`src/rtl/rca_batch_accumulator.sv`:
```
// Batch accumulator built around a 64-bit ripple-carry adder: sums BATCH operands,
// counts adder carry-outs (saturating), and hands the total downstream via valid/ready.

module RCA_64bit (
  input  logic [63:0] a,
  input  logic [63:0] b,
  input  logic        c_in,
  output logic [63:0] sum,
  output logic        c_out
);

  logic carry;

  // Explicit bit-serial carry chain; a single variable avoids a looping net vector.
  always_comb begin
    sum   = '0;
    carry = c_in;
    for (int i = 0; i < 64; i++) begin
      sum[i] = a[i] ^ b[i] ^ carry;
      carry  = (a[i] & b[i]) | (carry & (a[i] ^ b[i]));
    end
    c_out = carry;
  end

endmodule

module rca_batch_accumulator #(
  parameter int BATCH = 4,
  parameter int CNT_W = 8
) (
  input  logic             clk,
  input  logic             rst_n,
  input  logic             in_valid,
  output logic             in_ready,
  input  logic [63:0]      in_data,
  input  logic             in_cin,
  output logic             out_valid,
  input  logic             out_ready,
  output logic [63:0]      out_sum,
  output logic [CNT_W-1:0] out_carries,
  output logic             dbg_state
);

  typedef enum logic {
    ACC  = 1'b0,
    DONE = 1'b1
  } state_t;

  localparam logic [7:0] LAST_IDX = 8'(BATCH - 1);

  state_t           state;
  state_t           state_nxt;
  logic [63:0]      acc;
  logic [CNT_W-1:0] carries;
  logic [7:0]       idx;
  logic [63:0]      rca_sum;
  logic             rca_cout;
  logic             accept;
  logic             handshake;

  RCA_64bit u_rca (
    .a    (in_data),
    .b    (acc),
    .c_in (in_cin),
    .sum  (rca_sum),
    .c_out(rca_cout)
  );

  // Handshakes: a transfer happens on a rising edge where valid and ready are both
  // high. in_ready depends only on state and rst_n; out_valid only on state.
  assign in_ready    = (state == ACC) && rst_n;
  assign out_valid   = (state == DONE);
  assign accept      = in_valid && in_ready;
  assign handshake   = out_valid && out_ready;
  assign out_sum     = acc;
  assign out_carries = carries;
  assign dbg_state   = state;

  always_comb begin
    state_nxt = state;
    case (state)
      ACC:     if (accept && (idx == LAST_IDX)) state_nxt = DONE;
      DONE:    if (out_ready) state_nxt = ACC;
      default: state_nxt = ACC;
    endcase
  end

  always_ff @(posedge clk or negedge rst_n) begin
    if (!rst_n) state <= ACC;
    else        state <= state_nxt;
  end

  always_ff @(posedge clk or negedge rst_n) begin
    if (!rst_n) begin
      acc     <= '0;
      carries <= '0;
      idx     <= '0;
    end else if (accept) begin
      acc <= rca_sum;
      // The bit-63 carry is only counted, never folded back into acc.
      if (rca_cout && (carries != {CNT_W{1'b1}})) carries <= carries + CNT_W'(1);
      idx <= (idx == LAST_IDX) ? 8'd0 : idx + 8'd1;
    end else if (handshake) begin
      acc     <= '0;
      carries <= '0;
    end
  end

endmodule
```
`config.mk`:
```
export PLATFORM = sky130hd
export DESIGN_NAME = rca_batch_accumulator
export DESIGN_NICKNAME = d
export VERILOG_FILES = /design/src/rtl/rca_batch_accumulator.sv
export SDC_FILE = /design/constraint.sdc
export NUM_CORES = 1
export LEC_CHECK = 0
export ABC_CLOCK_PERIOD_IN_PS = 34800
export CAP_MARGIN = 10
export CORE_MARGIN = 8
export CORE_UTILIZATION = 48
export DETAILED_ROUTE_END_ITERATION = 12
export GPL_TIMING_DRIVEN = 0
export PLACE_DENSITY = 0.84
export SLEW_MARGIN = 20
export SYNTH_ARGS = -nofsm -noshare
export SYNTH_HDL_FRONTEND = slang
export SYNTH_SLANG_ARGS = --single-unit
```
`constraint.sdc`:
```
create_clock -name clk -period 34.8 [get_ports clk]
set_clock_uncertainty 0.15 [all_clocks]
set_input_delay 5.22 -clock clk [delete_from_list [all_inputs] [get_ports clk]]
set_output_delay 5.22 -clock clk [all_outputs]
set_load 0.05 [all_outputs]
```
# After elaboration in Yosys (flattened, before gate mapping)

Index checks and enable logic that the tools add are counted.
Widths: inputs -> output; s select.

Add/sub/neg operators: 2
Equality and inequality tests: 3
Mux-type cells: 9
Bitwise operators: 321
Reductions and logical operators: 7

Operators with widths:

| kind                | count |
|---|---|
| $and 1x1->1         | 128 |
| $mux 64             | 2 |
| $xor 1x1->1         | 128 |
| $or 1x1->1          | 64 |
| $mux 8              | 4 |
| $add 8x1->8 const B | 2 |
| $eq 8x2->1 const B  | 1 |
| $ne 8x8->1 const B  | 1 |
| $logic_and 1x1->1   | 5 |
| $mux 1              | 2 |
| $ne 2x1->1 const B  | 1 |
| $pmux 1 s2          | 1 |
| $reduce_and 2->1    | 1 |
| $reduce_bool 2->1   | 1 |
| $not 1->1           | 1 |

Flip-flop bits (word level): 81
Input bits: 69
Output and inout port bits: 75
Word-level logic and storage cells: 346

# Logic depth before layout (Yosys ltp)

Gate-level depths: netlist of the first run.

Depth after elaboration: 132
Gate-level depth with buffers: 71
Mapped depth without buffers: 71

# Cells and area by module

From an unflattened synthesis of the first run, not the netlist that was laid out.

Cell total of the unflattened synthesis: 427
Area total of the unflattened synthesis: 4650.7 um^2

By module, submodules not included:

| module                | times used | cells each | area an instance (um^2) | seq. area each (um^2) |
|---|---|---|---|---|
| rca_batch_accumulator | 1          | 353        | 3331.9                  | 2026.9 |
| RCA_64bit             | 1          | 74         | 1318.8                  | 0.0 |

# Least setup slack after synthesis of the first run

No wires, ideal clock.

Path kind: input port to flip-flop
Start point: in in_data[0]
End point: reg carries[7], in the netlist out_carries[7]
Setup time: 0.124 ns
Data arrival time: 30.113 ns
Required time: 34.526 ns
Setup slack: 4.413 ns
Stages: 71
Path buffers: 0
Cell sequence: inv_1 fa_1 fa_1 fa_1 fa_1 fa_1 fa_1 fa_1 fa_1 fa_1 fa_1 fa_1 fa_1 fa_1 fa_1 fa_1 fa_1 fa_1 [... 35 more ...] fa_1 fa_1 fa_1 fa_1 fa_1 fa_1 fa_1 fa_1 fa_1 inv_1 fa_1 fa_1 inv_1 fa_1 and4bb_2 o21a_1 a21oi_1 a211o_1

Cells in the longest elaborated chain, start to end: 132
Elaborated cells on any way between the ends: 133
Classes of those cells: eq/ne: 1; bitwise: 130; reduce/logical: 2

RTL lines:

| item                           | line | text |
|---|---|---|
| from (decl)                    | 35   | `input logic [63:0] in_data,` |
| $xor 1x1->1                    | 20   | `carry = (a[i] & b[i]) \| (carry & (a[i] ^ b[i]));` |
| $and 1x1->1                    | 20   |  |
| $or 1x1->1 (*)                 | 20   |  |
| $and 1x1->1 (*)                | 20   |  |
| $or 1x1->1 (*)                 | 20   |  |
| $and 1x1->1 (*)                | 20   |  |
| $or 1x1->1 (*)                 | 20   |  |
| $and 1x1->1 (*)                | 20   |  |
| [... 116 more ...]             | --   |  |
| $or 1x1->1 (*)                 | 20   |  |
| $and 1x1->1 (*)                | 20   |  |
| $or 1x1->1 (*)                 | 20   |  |
| $and 1x1->1 (*)                | 20   |  |
| $or 1x1->1 (*)                 | 20   |  |
| $logic_and 1x1->1 (*)          | 101  | `if (rca_cout && (carries != {CNT_W{1'b1}})) carries <= carries + CNT_W'(1);` |
| $ne 2x1->1 (no line) (*)       | --   |  |
| $reduce_and 2->1 (no line) (*) | --   |  |
| to (signal assigned)           | 101  |  |
| to (decl)                      | 54   | `logic [CNT_W-1:0] carries;` |

Every way passes the cells marked *; elsewhere a longest branch is shown, timed or not.
A chain may end at the register's enable or synchronous reset.

# Worst setup path in the final report of the first run

Ends and elaborated chain as after synthesis.

==> flow_summary.yaml, run 1 <==
logic_synthesis:
  synth-seq-area-share_pct: 40.6
  synth_seq_cells: 81
  synth_area_leaders: "dfrtp_1 41%, fa_1 26%, inv_1 9.7%, nand3_1 7.2%, o21ai_1 6.8%"
  synthDominantCellAreaShare_pct: 40.6
  yosys-top-cells-count: "129 x inv_1, 81 x dfrtp_1, 72 x nand3_1, 68 x o21ai_1, 64 x fa_1"
  async_reset_ff_share_pct: 100
  synth_most_common_cell: "inv_1"
  synth_area_um2: 4990
  yosys_warnings: 0
  yosys_most_used_dff: "dfrtp_1"
  ys_types: 35
  synth_nets: 629
  synth_edf_count: 0
  netlist_instances: 494
  yosys.area.top_type: "dfrtp_1"
  syn-mean-instance-area_um2: 10.1
power_and_ir_drop:
  irDropWorstVdd_v: 0.0000485
  power_density_nw_per_um2: 92.3
  swShare_pct: 49.8
  power_frac_seq_pct: 27.0
  clkPwrFrac_pct: 12.4
  p_int_mw: 0.318
  p_leak_nw: 3.15
  switching_power_mw: 0.315
  power_frac_comb_pct: 60.7
placed_design:
  io_buffers: 143
  dp_slack_ps: 2620
  hpwl_um: 9790
  dpl-instance-area_um2: 6620
  gp_congestion: 0.810
clocking:
  cts_setup_buffers: 0
  cts.path.max_buffers: 2
  hold_buffers: 0
  path_clk_slew_ps: 90
  cts_tree: "yes"
  htree_levels: 3
  cts_resized: 0
  ctsRootBufferMaster: "clkbuf_8"
  clock_latency_ps: 360
  cts_buffers: 9
  clock-sinks: 81
setup_path:
  cp_slowest_cell: "clkdlybuf4s50_1"
  cp_common_cell: "fa_1"
  r2r_setup_slack_ps: 7920
  start_kind: "input pin"
  crit_required_ps: 34900
  r2r-end: "out_carries[7]"
  reg2reg_depth: 71
  critical_path_class: "input pin to flip-flop"
  arrival_ps: 31980
  max_stage_delay_ps: 450
  rr_startpoint: "out_sum[0]"
  cp_max_fo: 4
  endpoint_kind: "flip-flop"
floorplan:
  start_util_pct: 48.8
  rows: 37
  core_area_um2: 10200
  dieWidth_um: 118
  die_h_um: 118
  pin_count: 144
  dieArea_um2: 13900
min_path:
  holdPathStages: 1
  min-delay-start: "idx[7]"
  hp-class: "flip-flop to flip-flop"
  hold_path_end: "idx[7]"
job:
  cap_viol_max_count: 0
final_layout:
  antennaDiodeCount: 0
  final_area_um2: 6850
  layout.nets: 784
  area_delta_synth_final_pct: 37.1
  drive_gt1_share_pct: 5.05
sta:
  hold_viol: 0
  tightest_slew_ps: 548
  maxSlewViolCount: 0
  setup_viol: 0
  setup_slack_ps: 2920
  slew_headroom_pct: 63.4
  fmax_ghz: 0.0314
  fin_crit_ps: 31880
  finalSetupTns_ps: 0
  rsz0062_at_grt: "false"
  min_period_over_period_pct: 91.6
  whs_ps: 341
routing:
  post-route-drc-count: 0
  wl_per_cell_um: 15.8
  ant_nets: 0
  num_vias: 4035
  first_iter_violations: 262
  drt-total-wl_um: 12500
  first_pass_iters: 5
  vias_per_cell: 5.11
run_status:
  status: "complete, no violations"
grt:
  grt_overflow: 0
  grt_max_degree: 53
  grt_pass1_vias: 4396
  grtUsageTotal_pct: 18.9
  antenna_found_initial: 0
  grt_pass1_wl_um: 21500
power groups by stage:
stage | Combinational, mW | Clock [mW] | Sequential, mW
3_3_place_gp | 0.371 | 0 | 0.169
6_report | 0.384 | 0.0782 | 0.171
2_1_floorplan | 0.129 | 0 | 0.295
3_5_place_dp | 0.387 | 0 | 0.171
4_1_cts | 0.389 | 0.0801 | 0.170
5_1_grt | 0.421 | 0.0839 | 0.177
cell usage in the layout, fill, tap and decap left out, drive strengths merged, types with 2 or more instances in the layout:
master,synthesis,final
a21oi,5,5
a31oi,2,2
and3,3,3
buf,13,15
bufinv,0,2
clkbuf,10,20
clkdlybuf4s50,0,142
clkinv,0,2
dfrtp,81,81
fa,64,64
ha,2,2
inv,129,130
nand2,14,14
nand3,72,72
nand4,3,3
nor2,3,3
nor2b,2,2
nor3,2,2
nor4,2,2
o21ai,69,69
xnor2,4,4
xor2,2,2
worst max-delay path by stage:
stage / startpoint / end / slack [ps] / depth (start not counted)
2_1_floorplan: in_data[0] / out_carries[7] / 4410 / 71
3_3_place_gp: in_data[0] / out_carries[7] / 3100 / 72
3_5_place_dp: in_data[0] / out_carries[7] / 2620 / 72
4_1_cts: in_data[0] / out_carries[7] / 2920 / 72
5_1_grt: in_data[0] / out_carries[7] / 2030 / 72
6_report: in_data[0] / out_carries[7] / 2920 / 72
registers in the layout (all words and copies together), names as in the netlist:
signal / count
out_sum: 64
idx: 8
dbg_state: 1
out_carries: 8
cells by family (layout without fill, tap and decap cells):
kind of cell               Yosys count  count (layout)  synth area share (%)
adders and majority gates           66              66                  26.2
DFF                                 81              81                  40.6
buffers and inverters              152             312                  11.7
xor gates and xnor gates             6               6                  1.05
AOI/OAI and AO/OA                   83              83                  8.95
and+or+nand+nor                    106             106                  11.5
through the flow:
| stage | power, mW | cells | utilization (%) |
|---|---|---|---|
| 2_1_floorplan | 0.424 | 494 | - |
| 3_5_place_dp | 0.559 | 774 | 64.7 |
| 3_3_place_gp | 0.540 | 773 | 64.5 |
| 5_1_grt | 0.681 | 790 | 66.9 |
| 4_1_cts | 0.639 | 790 | 66.9 |
| 6_report | 0.632 | 790 | 66.9 |
cell type report:
type | count | area (um2)
fillers | 815 | 3380
multi-input cells | 261 | 2380
flip-flops and latches | 81 | 2030
repair buffers | 144 | 1460
inverters | 129 | 484
well taps | 136 | 170
clock buffers | 10 | 138
plain buffers | 23 | 101
clock inverters | 6 | 90.1
worst max-delay path: cells and delay by family:
family	cells	cell delay [ps]
AOI/OAI and AO/OA	3	630
adders and majority gates	64	25040
buffers and inverters	4	620
and+or+nand+nor	1	380
per-layer routing:
metal  part of all wire, %  GRT usage, %  vias to the layer above
li1                      -             -                     1851
met1                    40          22.5                     2023
met2                    52          32.1                      135
met3                   5.6          4.36                       26
met4                   2.7          8.65                        0
met5                     0             0                        -
Power figures use the tool's default switching activity.
==> run 2: changes to the inputs <==
Settings changed: CORE_UTILIZATION 48 to 50, CTS_BUF_LIST set to sky130_fd_sc_hd__clkbuf_8, GPL_ROUTABILITY_DRIVEN set to 0, PLACE_DENSITY 0.84 to 0.87.
==> flow_summary.yaml, run 2 (same netlist as run 1, synthesis figures left out) <==
clocking:
  path_clk_slew_ps: 90
  cts_buffers: 9
  clock_latency_ps: 350
  ctsRootBufferMaster: "clkbuf_8"
  cts_setup_buffers: 0
  cts.path.max_buffers: 2
  cts_tree: "yes"
  clock-sinks: 81
  hold_buffers: 0
  cts_resized: 0
  htree_levels: 3
setup_path:
  max_stage_delay_ps: 460
  arrival_ps: 31940
  cp_common_cell: "fa_1"
  endpoint_kind: "flip-flop"
  path_buf_inv: 4
  critical_path_class: "input pin to flip-flop"
  start_kind: "input pin"
  crit_family: "adder cells"
  cp_slowest_cell: "clkdlybuf4s50_1"
  crit_required_ps: 34880
  cp_max_fo: 4
power_and_ir_drop:
  power_density_nw_per_um2: 91.6
  p_leak_nw: 3.13
  irDropWorstVdd_v: 0.0000534
final_layout:
  layout_commonest_cell: "clkdlybuf4s50_1"
  largest_register_ffs: 64
  area_delta_synth_final_pct: 35.9
  n_fill_cell: 736
  final_area_um2: 6790
  final_cell_mix: "142 x clkdlybuf4s50_1, 129 x inv_1, 81 x dfrtp_1"
  ff_latch_area_um2: 2030
  antennaDiodeCount: 0
  stdcell_count: 787
  layout.nets: 784
  drive_gt1_share_pct: 5.05
  multi_input_area_um2: 2380
routing:
  post-route-drc-count: 0
  num_vias: 3997
  first_iter_violations: 256
  drt-total-wl_um: 12700
  first_pass_iters: 4
  ant_nets: 0
  vias_per_cell: 5.08
  wl_per_cell_um: 16.1
placed_design:
  dp_slack_ps: 2670
  hpwl_um: 9960
  dpl-instance-area_um2: 6610
  dp.cells: 771
  io_buffers: 143
grt:
  grt_pass1_vias: 4328
  antenna_found_initial: 0
  grt_overflow: 0
  grt_pass1_wl_um: 21000
  grtUsageTotal_pct: 19.7
  grt_max_degree: 52
sta:
  hold_viol: 0
  tightest_slew_ps: 658
  maxSlewViolCount: 0
  setup_slack_ps: 2940
  finalSetupTns_ps: 0
  rsz0062_at_grt: "false"
  fin_crit_ps: 31860
  fmax_ghz: 0.0314
  setup_viol: 0
  slew_headroom_pct: 56.1
  min_period_over_period_pct: 91.6
min_path:
  hp-class: "flip-flop to flip-flop"
floorplan:
  rows: 36
  die_h_um: 116
  dieWidth_um: 116
  core_area_um2: 9730
  pin_count: 144
  dieArea_um2: 13400
  start_util_pct: 51.3
job:
  cap_viol_max_count: 0
run_status:
  status: "complete, no violations"
-- run 2: final timing paths --
kind,slack [ps],end,depth (start not counted),from
setup / recovery,2940,out_carries[7],72,in_data[0]
hold / removal,340,idx[7],1,idx[7]
setup reg to reg,7950,out_carries[7],71,out_sum[0]
hold reg to reg,340,idx[7],1,idx[7]
max in group asynchronous,29120,out_sum[15],2,rst_n
min in group asynchronous,4740,out_sum[39],1,rst_n
-- run 2: report_power, final --
group / switching [mW] / internal, mW
clock network: 0.0371 / 0.0267
logic: 0.246 / 0.142
registers: 0.0363 / 0.134
-- run 2: final cells by class --
class | count | share of cell area, %
multi-input combinational | 261 | 35.1
buffer | 23 | 1.49
sequential | 81 | 29.9
inverter | 129 | 7.13
clock inverter | 7 | 0.811
clock buffer | 9 | 1.82
timing repair buffer | 144 | 21.3
tap | 133 | 2.45
-- run 2: routing by layer --
metal | global-route usage (%) | wire length [um]
met2 | 34.2 | 6570
met4 | 6.91 | 210
met5 | 0 | 0
met3 | 4.33 | 857
met1 | 23.7 | 5040
-- run 2: stage by stage --
step / total power [mW] / hold slack [ps] / utilization [%]
floorplan: 0.424 / 297 / -
global placement: 0.540 / 313 / 67.7
detailed placement: 0.560 / 331 / 67.9
CTS: 0.627 / 342 / 69.8
global route: 0.667 / 347 / 69.8
finish: 0.622 / 338 / 69.8
